$ cat src/rtl/seq_bit_serializer.sv
// Parallel-to-serial front end for the "110" sequence detector.
// Words arrive over valid/ready; a one-word holding register keeps back-to-back words gap-free.
module seq_bit_serializer #(
  parameter int WIDTH     = 8,
  parameter bit MSB_FIRST = 1'b1,
  parameter bit IDLE_BIT  = 1'b0
) (
  input  logic             clk,
  input  logic             rst,
  input  logic [WIDTH-1:0] data_in,
  input  logic             data_valid,
  output logic             data_ready,
  output logic             bit_out,
  output logic             bit_valid,
  output logic             first_bit,
  output logic             busy
);

  localparam int CW = (WIDTH > 1) ? $clog2(WIDTH) : 1;
  localparam logic [CW-1:0] LAST = CW'(WIDTH - 1);

  typedef enum logic {
    IDLE  = 1'b0,
    SHIFT = 1'b1
  } state_t;

  state_t             state_r, state_s;
  logic [WIDTH-1:0]   sreg_r, sreg_s;
  logic [CW-1:0]      cnt_r, cnt_s;
  logic [WIDTH-1:0]   hold_r, hold_s;
  logic               hold_full_r, hold_full_s;
  logic               accept_s;
  logic               bit_out_r, bit_out_s;
  logic               bit_valid_r, bit_valid_s;
  logic               first_bit_r, first_bit_s;
  logic               busy_r, busy_s;

  // Move the register one position toward the output end; the vacated bit is don't-care fill.
  function automatic logic [WIDTH-1:0] shift_word(input logic [WIDTH-1:0] w);
    if (MSB_FIRST) begin
      return {w[WIDTH-2:0], 1'b0};
    end else begin
      return {1'b0, w[WIDTH-1:1]};
    end
  endfunction

  function automatic logic out_end(input logic [WIDTH-1:0] w);
    if (MSB_FIRST) begin
      return w[WIDTH-1];
    end else begin
      return w[0];
    end
  endfunction

  // Ready is forced low while reset is held so nothing is accepted into a resetting block.
  assign data_ready = rst & ~hold_full_r;
  assign accept_s   = data_valid & data_ready;

  // Next-state, datapath and next-output decode.
  always_comb begin
    state_s     = state_r;
    sreg_s      = sreg_r;
    cnt_s       = cnt_r;
    hold_s      = hold_r;
    hold_full_s = hold_full_r;
    case (state_r)
      IDLE: begin
        hold_full_s = 1'b0;
        if (accept_s) begin
          sreg_s  = data_in;
          cnt_s   = '0;
          state_s = SHIFT;
        end else begin
          state_s = IDLE;
        end
      end
      SHIFT: begin
        if (cnt_r != LAST) begin
          sreg_s = shift_word(sreg_r);
          cnt_s  = cnt_r + CW'(1);
          if (accept_s) begin
            hold_s      = data_in;
            hold_full_s = 1'b1;
          end else begin
            hold_full_s = hold_full_r;
          end
        end else if (hold_full_r) begin
          sreg_s      = hold_r;
          hold_full_s = 1'b0;
          cnt_s       = '0;
        end else if (accept_s) begin
          // Last-bit edge with an empty hold: load straight from the input, no idle bit.
          sreg_s = data_in;
          cnt_s  = '0;
        end else begin
          state_s = IDLE;
        end
      end
      default: begin
        state_s     = IDLE;
        hold_full_s = 1'b0;
      end
    endcase

    if (state_s == SHIFT) begin
      bit_out_s = out_end(sreg_s);
    end else begin
      bit_out_s = IDLE_BIT;
    end
    bit_valid_s = (state_s == SHIFT);
    first_bit_s = (state_s == SHIFT) && (cnt_s == '0);
    busy_s      = (state_s == SHIFT) || hold_full_s;
  end

  // State, datapath and output registers; reset discards any partial or held word.
  always_ff @(posedge clk or negedge rst) begin
    if (!rst) begin
      state_r     <= IDLE;
      sreg_r      <= '0;
      cnt_r       <= '0;
      hold_r      <= '0;
      hold_full_r <= 1'b0;
      bit_out_r   <= IDLE_BIT;
      bit_valid_r <= 1'b0;
      first_bit_r <= 1'b0;
      busy_r      <= 1'b0;
    end else begin
      state_r     <= state_s;
      sreg_r      <= sreg_s;
      cnt_r       <= cnt_s;
      hold_r      <= hold_s;
      hold_full_r <= hold_full_s;
      bit_out_r   <= bit_out_s;
      bit_valid_r <= bit_valid_s;
      first_bit_r <= first_bit_s;
      busy_r      <= busy_s;
    end
  end

  assign bit_out   = bit_out_r;
  assign bit_valid = bit_valid_r;
  assign first_bit = first_bit_r;
  assign busy      = busy_r;

endmodule

$ cat config.mk
export PLATFORM = sky130hd
export DESIGN_NAME = seq_bit_serializer
export DESIGN_NICKNAME = d
export VERILOG_FILES = /design/src/rtl/seq_bit_serializer.sv
export SDC_FILE = /design/constraint.sdc
export NUM_CORES = 1
export LEC_CHECK = 0
export ABC_AREA = 1
export CAP_MARGIN = 20
export CORE_ASPECT_RATIO = 1.4
export CORE_UTILIZATION = 45
export DETAILED_ROUTE_END_ITERATION = 10
export PLACE_DENSITY_LB_ADDON = 0.08
export SYNTH_ARGS = -nofsm -noshare
export SYNTH_HDL_FRONTEND = slang
export SYNTH_SLANG_ARGS = --single-unit
$ cat constraint.sdc
create_clock -name clk -period 3.5 [get_ports clk]
set_input_delay 0.7 -clock clk [delete_from_list [all_inputs] [get_ports clk]]
set_output_delay 0.7 -clock clk [all_outputs]
set_load 0.01 [all_outputs]
==> metrics.cfg, run 1 <==
[hold_path]
worstHoldPathType=flop to flop
hp-start=hold_r[6]

[global_routing]
grt_usage_pct=16.9
grt_pass1_vias=872
grt_max_degree=27
overflow=0
antenna_found_initial=0
grt_pass1_wl_mm=3.68

[power]
p_comb_share_pct=50.4
p_leak_nw=0.720
p_switching_uw=531
p_sw_share_pct=42.0
pwr-share-clk_pct=11.8
peakVddDrop_mv=0.493
total_power_mw=1.26
p_int_uw=733
sequentialPowerShare_pct=37.8
p_per_area_mw_per_mm2=884

[sta]
setup_slack_ps=957
hold_violations=0
slew_violations=0
grt_setup_unrepaired=no
hold_slack_ps=532
slew_headroom_pct=66.5
fin_crit_sh_pct=72.7
clock-skew-final_ps=6.70
tns_ps=0
final-setup-viol-count=0
clock.fmax_mhz=393
worstMarginPinSlew_ps=501
period_needed_ps=2540

[place]
placed_cells=190
post-place-ws_ps=909
dpl.hpwl_mm=1.49
postPlaceCellArea_sq_mm=0.00139
gp_congestion=0.730
port_buffers=15

[synthesis]
synth_top_area_share_pct=48.7
syn-cell-area_sq_mm=0.00123
synth-seq-cells=24
yosys.area.top_type=dfrtp_1
seq_area_frac_synth_pct=48.7
avgSynthCellArea_sq_um=8.68
ys_types=24
synthTopCellsByArea=dfrtp_1 49%, nand2_1 10%, inv_1 6.1%
synth_warnings=0
synth_fp_nets=155
synthCells=142

[floorplan]
rows=22
io_pins=16
die_h_um=63.9
die_w_um=46.2
start_util_pct=47.1
die-area_sq_mm=0.00296
coreArea_sq_mm=0.00262

[clock_tree]
clock-sinks=24
post-cts-setup-buffer-count=0
cts_tree=yes
numCtsBuffers=3
cts.path.max_buffers=2
clkLatencyLatePin_ps=320
clk_pin_slew_ps=140
h-tree-depth=1
post_cts_resized=0
postCtsHoldBufs=0
cts_root_buffer=clkbuf_4

[cells_and_area]
nets=172
final_area_sq_mm=0.00143
final_util_pct=54.7
layout_commonest_cell=nand2_1
layout-drive-gt1-share_pct=15.8
n_antenna_cell=0
final-instance-count-excl-fill=194
layout_common_cells=33 x nand2_1, 24 x dfrtp_1, 20 x inv_1
area_delta_synth_final_pct=16.0

[routing]
ant_nets=0
wl_per_cell_um=10.9
drt-total-wl_mm=2.11
firstDrtPassIters=4
drtIter0Drc=18
vias=901
drc_errors=0
viasPerCell=4.64

[critical_path]
rr_startpoint=cnt_r[0]
critical_path_required_ps=2800
crit_type=input port to output port
startpoint_type=input port
critPathMaxFanout=2
crit_path_start=rst
worst_ep_arrival_time_ps=1840
end_kind=output port

[run]
cap_violations=0

[status]
outcome=finished clean

-- worst max-delay path: stages --
cell and delay (ps):
clkdlybuf4s50_1 480, inv_1 40, nor2_1 80, clkdlybuf4s50_1 540
-- worst paths after layout --
kind | endpoint | slack, ps | cells after the start
setup reg to reg | hold_r[0] | 1650 | 6
max in group asynchronous | sreg_r[1] | 2470 | 2
setup / recovery | data_ready | 960 | 4
hold / removal | hold_r[6] | 530 | 2
hold reg to reg | hold_r[6] | 530 | 2
min in group asynchronous | hold_r[2] | 780 | 2
-- cell families (layout without fill, tap and decap cells) --
family / after synthesis / in the layout / synth area share, %
and+or+nand+nor: 59 / 59 / 23.0
muxes: 1 / 1 / 0.914
DFF: 24 / 24 / 48.7
adders and majority gates: 2 / 2 / 2.03
buffers and inverters: 29 / 45 / 11.2
AOI/OAI and AO/OA: 27 / 27 / 14.1
-- routing by layer --
metal | part of all wire [%] | wire (um) | global-route usage [%]
met1 | 49 | 1050 | 22.5
met3 | 2.5 | 53 | 1.98
met2 | 47 | 992 | 26.1
met5 | 0 | 0 | 0
met4 | 1.1 | 23 | 8.82
-- state kept, by name, summed over array words and instances (netlist names) --
name and count:
hold_r 8, cnt_r 3, bit_valid 1, hold_full_r 1, bit_out 1, busy 1, sreg_r 8, first_bit 1
-- synthesized netlist by cell type --
master / instances
a21boi_2: 1
a21oi_1: 6
a22oi_1: 1
buf_4: 1
buf_6: 3
dfrtp_1: 24
ha_1: 2
inv_1: 20
inv_2: 4
inv_4: 1
mux2_1: 1
nand2_1: 33
nand2_2: 4
nand2_4: 1
nand3_1: 4
nand3_4: 1
nor2_1: 13
nor2_2: 1
nor2_4: 1
nor2_8: 1
o211ai_1: 3
o211ai_2: 1
o21ai_0: 11
o21ai_2: 4
-- power groups by stage --
stage               registers (mW)  logic [mW]  clock network, mW
floorplan                    0.481       0.511                  0
global placement             0.482       0.632                  0
detailed placement           0.483       0.640                  0
CTS                          0.477       0.645              0.153
global route                 0.498       0.730              0.166
finish                       0.477       0.637              0.149
-- layout make-up --
type	count	area, sq um
Inverter	25	96.3
Multi-Input combinational cell	89	494
Tap cell	36	45.0
Fill cell	249	1180
Sequential cell	24	601
Timing Repair Buffer	16	158
Clock buffer	4	36.3
No activity file was read; power rests on OpenSTA's default activity.
==> inputs of run 2 (changes only) <==
==> constraint.sdc (replaced) <==
create_clock -name clk -period 2.5 [get_ports clk]
set_input_delay 0.5 -clock clk [delete_from_list [all_inputs] [get_ports clk]]
set_output_delay 0.5 -clock clk [all_outputs]
set_load 0.01 [all_outputs]
==> metrics.cfg, run 2 (synthesized netlist as in run 1, its figures left out) <==
[place]
gp_congestion=0.765
post-place-ws_ps=257
port_buffers=15
dpl.hpwl_mm=1.60

[hold_path]
worstHoldPathType=flop to flop
whs_endpoint=hold_r[0]
hp-start=hold_r[0]
worstHoldPathCells=1

[floorplan]
io_pins=16
start_util_pct=47.1
rows=22
die_h_um=63.9
die-area_sq_mm=0.00296
die_w_um=46.2
coreArea_sq_mm=0.00262

[routing]
drc_errors=0
ant_nets=0
drt-total-wl_mm=2.21
drtIter0Drc=32
vias=926
viasPerCell=4.77
wl_per_cell_um=11.4
firstDrtPassIters=4

[clock_tree]
post_cts_resized=0
clock-sinks=24
h-tree-depth=1
postCtsHoldBufs=0
cts_root_buffer=clkbuf_4
post-cts-setup-buffer-count=0
cts_tree=yes
clk_pin_slew_ps=120
cts.path.max_buffers=2
numCtsBuffers=3
clkLatencyLatePin_ps=310

[sta]
grt_setup_unrepaired=no
setup_slack_ps=344
clock-skew-final_ps=8.34
slew_violations=0
tns_ps=0
slew_headroom_pct=65.1
fin_crit_sh_pct=86.2
clock.fmax_mhz=464
hold_violations=0
period_needed_ps=2160
final-setup-viol-count=0
worstMarginPinSlew_ps=522

[cells_and_area]
layout_commonest_cell=nand2_1
nFillCells=263
area_delta_synth_final_pct=15.5
layout-drive-gt1-share_pct=15.8
layout_common_cells=33 x nand2_1, 24 x dfrtp_1, 20 x inv_1
n_antenna_cell=0
final_util_pct=54.4
nets=173
reg_top3=hold_r: 8 flops, sreg_r: 8 flops, cnt_r: 3 flops

[critical_path]
critical_path_required_ps=2000
critPathMaxFanout=2
startpoint_type=input port
worst_ep_arrival_time_ps=1660
r2r-end=hold_r[5]
crit_path_start=rst
end_kind=output port
reg2reg_slack_ps=780
reg2regPathDepth=8
crit_type=input port to output port
rr_startpoint=cnt_r[0]

[global_routing]
grt_usage_pct=17.6
grt_pass1_wl_mm=3.88
grt_pass1_vias=911
grt_max_degree=27
antenna_found_initial=0
overflow=0

[power]
peakVddDrop_mv=0.593
total_power_mw=1.74
p_leak_nw=0.718
p_per_area_mw_per_mm2=1220

[status]
outcome=finished clean

[run]
cap_violations=0

[run 2: cell count changes in the layout (fill, tap and decap cells not counted), sizes merged]
| cell | change |
|---|---|
| clkbuf | -1 |
| buf | +1 |
[run 2: worst max-delay path, cell delays in order]
cell             delay [ps]
clkdlybuf4s50_1         480
inv_1                    50
nor2_1                   80
clkdlybuf4s50_1         540
[run 2: layout make-up]
| cell class | count | area, sq um | share of cell area, % |
|---|---|---|---|
| sequential | 24 | 601 | 42.2 |
| multi-input combinational | 89 | 494 | 34.7 |
| timing repair buffer | 17 | 165 | 11.6 |
| inverter | 25 | 96.3 | 6.77 |
| tap | 36 | 45.0 | 3.16 |
| clock buffer | 3 | 22.5 | 1.58 |
[run 2: worst max path at each step]
stage / end / slack [ps] / cells after the start
finish: data_ready / 340 / 4
global route: data_ready / 300 / 4
CTS: data_ready / 340 / 4
detailed placement: hold_r[5] / 260 / 6
global placement: hold_r[0] / 310 / 5
floorplan: hold_r[0] / 920 / 6
[run 2: power by group]
part / internal (mW) / switching, mW / total (mW)
logic: 0.360 / 0.546 / 0.906
clock network: 0.0563 / 0.109 / 0.165
registers: 0.582 / 0.0848 / 0.666
[run 2: layer usage]
metal | GRT usage [%] | vias up | part of all wire (%)
met5 | 0 | - | 0
met4 | 7.72 | 0 | 1.8
met3 | 1.69 | 4 | 2.8
met2 | 28.7 | 14 | 48
met1 | 22.8 | 436 | 47
li1 | - | 472 | -
[run 2: per-stage QoR]
stage / instance area (sq um) / std cells / hold WS [ps]
floorplan: 1230 / 142 / 204
global placement: 1400 / 191 / 484
detailed placement: 1400 / 191 / 499
CTS: 1420 / 194 / 529
global route: 1420 / 194 / 549
finish: 1420 / 194 / 519
==> inputs of run 3 (changes only) <==
==> constraint.sdc (replaced) <==
create_clock -name clk -period 2.8 [get_ports clk]
set_input_delay 0.56 -clock clk [delete_from_list [all_inputs] [get_ports clk]]
set_output_delay 0.56 -clock clk [all_outputs]
set_load 0.01 [all_outputs]
==> metrics.cfg, run 3 (synthesized netlist as in run 1, its figures left out) <==
[sta]
tns_ps=0
hold_slack_ps=503
slew_headroom_pct=65.6
hold_violations=0
fin_crit_sh_pct=81.7
grt_setup_unrepaired=no
final-setup-viol-count=0
period_needed_ps=2290
worstMarginPinSlew_ps=515
slew_violations=0
clock.fmax_mhz=437
clock-skew-final_ps=4.95

[routing]
ant_nets=0
drt-total-wl_mm=2.22
viasPerCell=4.73
drc_errors=0
vias=917
drtIter0Drc=11
wl_per_cell_um=11.4
firstDrtPassIters=4

[power]
p_comb_share_pct=51.9
sequentialPowerShare_pct=38.4
p_leak_nw=0.718
peakVddDrop_mv=0.623
p_int_uw=887
p_switching_uw=667
p_sw_share_pct=42.9
p_per_area_mw_per_mm2=1090
pwr-share-clk_pct=9.7

[global_routing]
overflow=0
antenna_found_initial=0
grt_pass1_wl_mm=4.02
busiest_layer=met2
gr-usage-met1_pct=24.4
grt_max_degree=17
met2_usage_pct=31.3
grt_pass1_vias=914
grt_use_met3_pct=1.69
grt_usage_pct=18.4

[cells_and_area]
reg_top3=hold_r: 8 flops, sreg_r: 8 flops, cnt_r: 3 flops
n_antenna_cell=0
nets=173
layout-drive-gt1-share_pct=15.8
layout_common_cells=33 x nand2_1, 24 x dfrtp_1, 20 x inv_1
layout_commonest_cell=nand2_1
area_delta_synth_final_pct=15.5

[floorplan]
rows=22
die_w_um=46.2
die_h_um=63.9
io_pins=16
die-area_sq_mm=0.00296
coreArea_sq_mm=0.00262
start_util_pct=47.1

[clock_tree]
post_cts_resized=0
cts_root_buffer=clkbuf_4
postCtsHoldBufs=0
numCtsBuffers=3
post-cts-setup-buffer-count=0
clkLatencyLatePin_ps=310
cts_tree=yes
cts.path.max_buffers=2
clock-sinks=24
h-tree-depth=1
clk_pin_slew_ps=120

[critical_path]
reg2reg_slack_ps=950
critPathMaxFanout=3
critical_path_required_ps=2240
startpoint_type=input port
end_kind=output port
worst_ep_arrival_time_ps=1730
crit_type=input port to output port

[run]
cap_violations=0

[status]
outcome=finished clean

[place]
dpl.hpwl_mm=1.66
gp_congestion=0.797
port_buffers=15

[hold_path]
worstHoldPathType=flop to flop

run 3: cell counts in the layout (fill, tap and decap cells not counted):
No cell type changed its count.
run 3: worst paths after layout:
path,endpoint,from,cells after the start
setup reg to reg,hold_r[0],cnt_r[0],6
setup / recovery,data_ready,rst,4
max in group asynchronous,cnt_r[0],rst,2
hold / removal,hold_r[0],hold_r[0],1
hold reg to reg,hold_r[0],hold_r[0],1
min in group asynchronous,sreg_r[5],rst,2
run 3: area by class of cell:
type / count / area (sq um)
Multi-Input combinational cell: 89 / 494
Timing Repair Buffer: 17 / 165
Fill cell: 259 / 1190
Tap cell: 36 / 45.0
Clock buffer: 3 / 22.5
Inverter: 25 / 96.3
Sequential cell: 24 / 601
run 3: routing by layer:
layer / wire, um / vias to the layer above
met1: 990 / 431
met4: 25 / 0
li1: - / 472
met5: 0 / -
met2: 1150 / 10
met3: 53 / 4
run 3: stage by stage:
step	instances	utilization (%)	total power, mW	setup slack, ps	cell area, sq um
final	194	54.4	1.55	512	1420
after global placement	191	53.6	1.40	494	1400
after floorplan	142	-	1.24	1220	1230
after detailed placement	191	53.6	1.42	469	1400
after CTS	194	54.4	1.58	499	1420
after global routing	194	54.4	1.73	449	1420
run 3: power by group through the flow:
stage                     Clock (mW)  Sequential (mW)  Combinational, mW
after floorplan                    0            0.601              0.639
after global placement             0            0.607              0.797
after detailed placement           0            0.608              0.815
after CTS                      0.156            0.599              0.823
after global routing           0.164            0.616              0.949
final                          0.150            0.597              0.807
run 3: critical path: stages:
cell	delay (ps)
clkdlybuf4s50_1	500
inv_1	50
nor2_1	80
clkdlybuf4s50_1	540
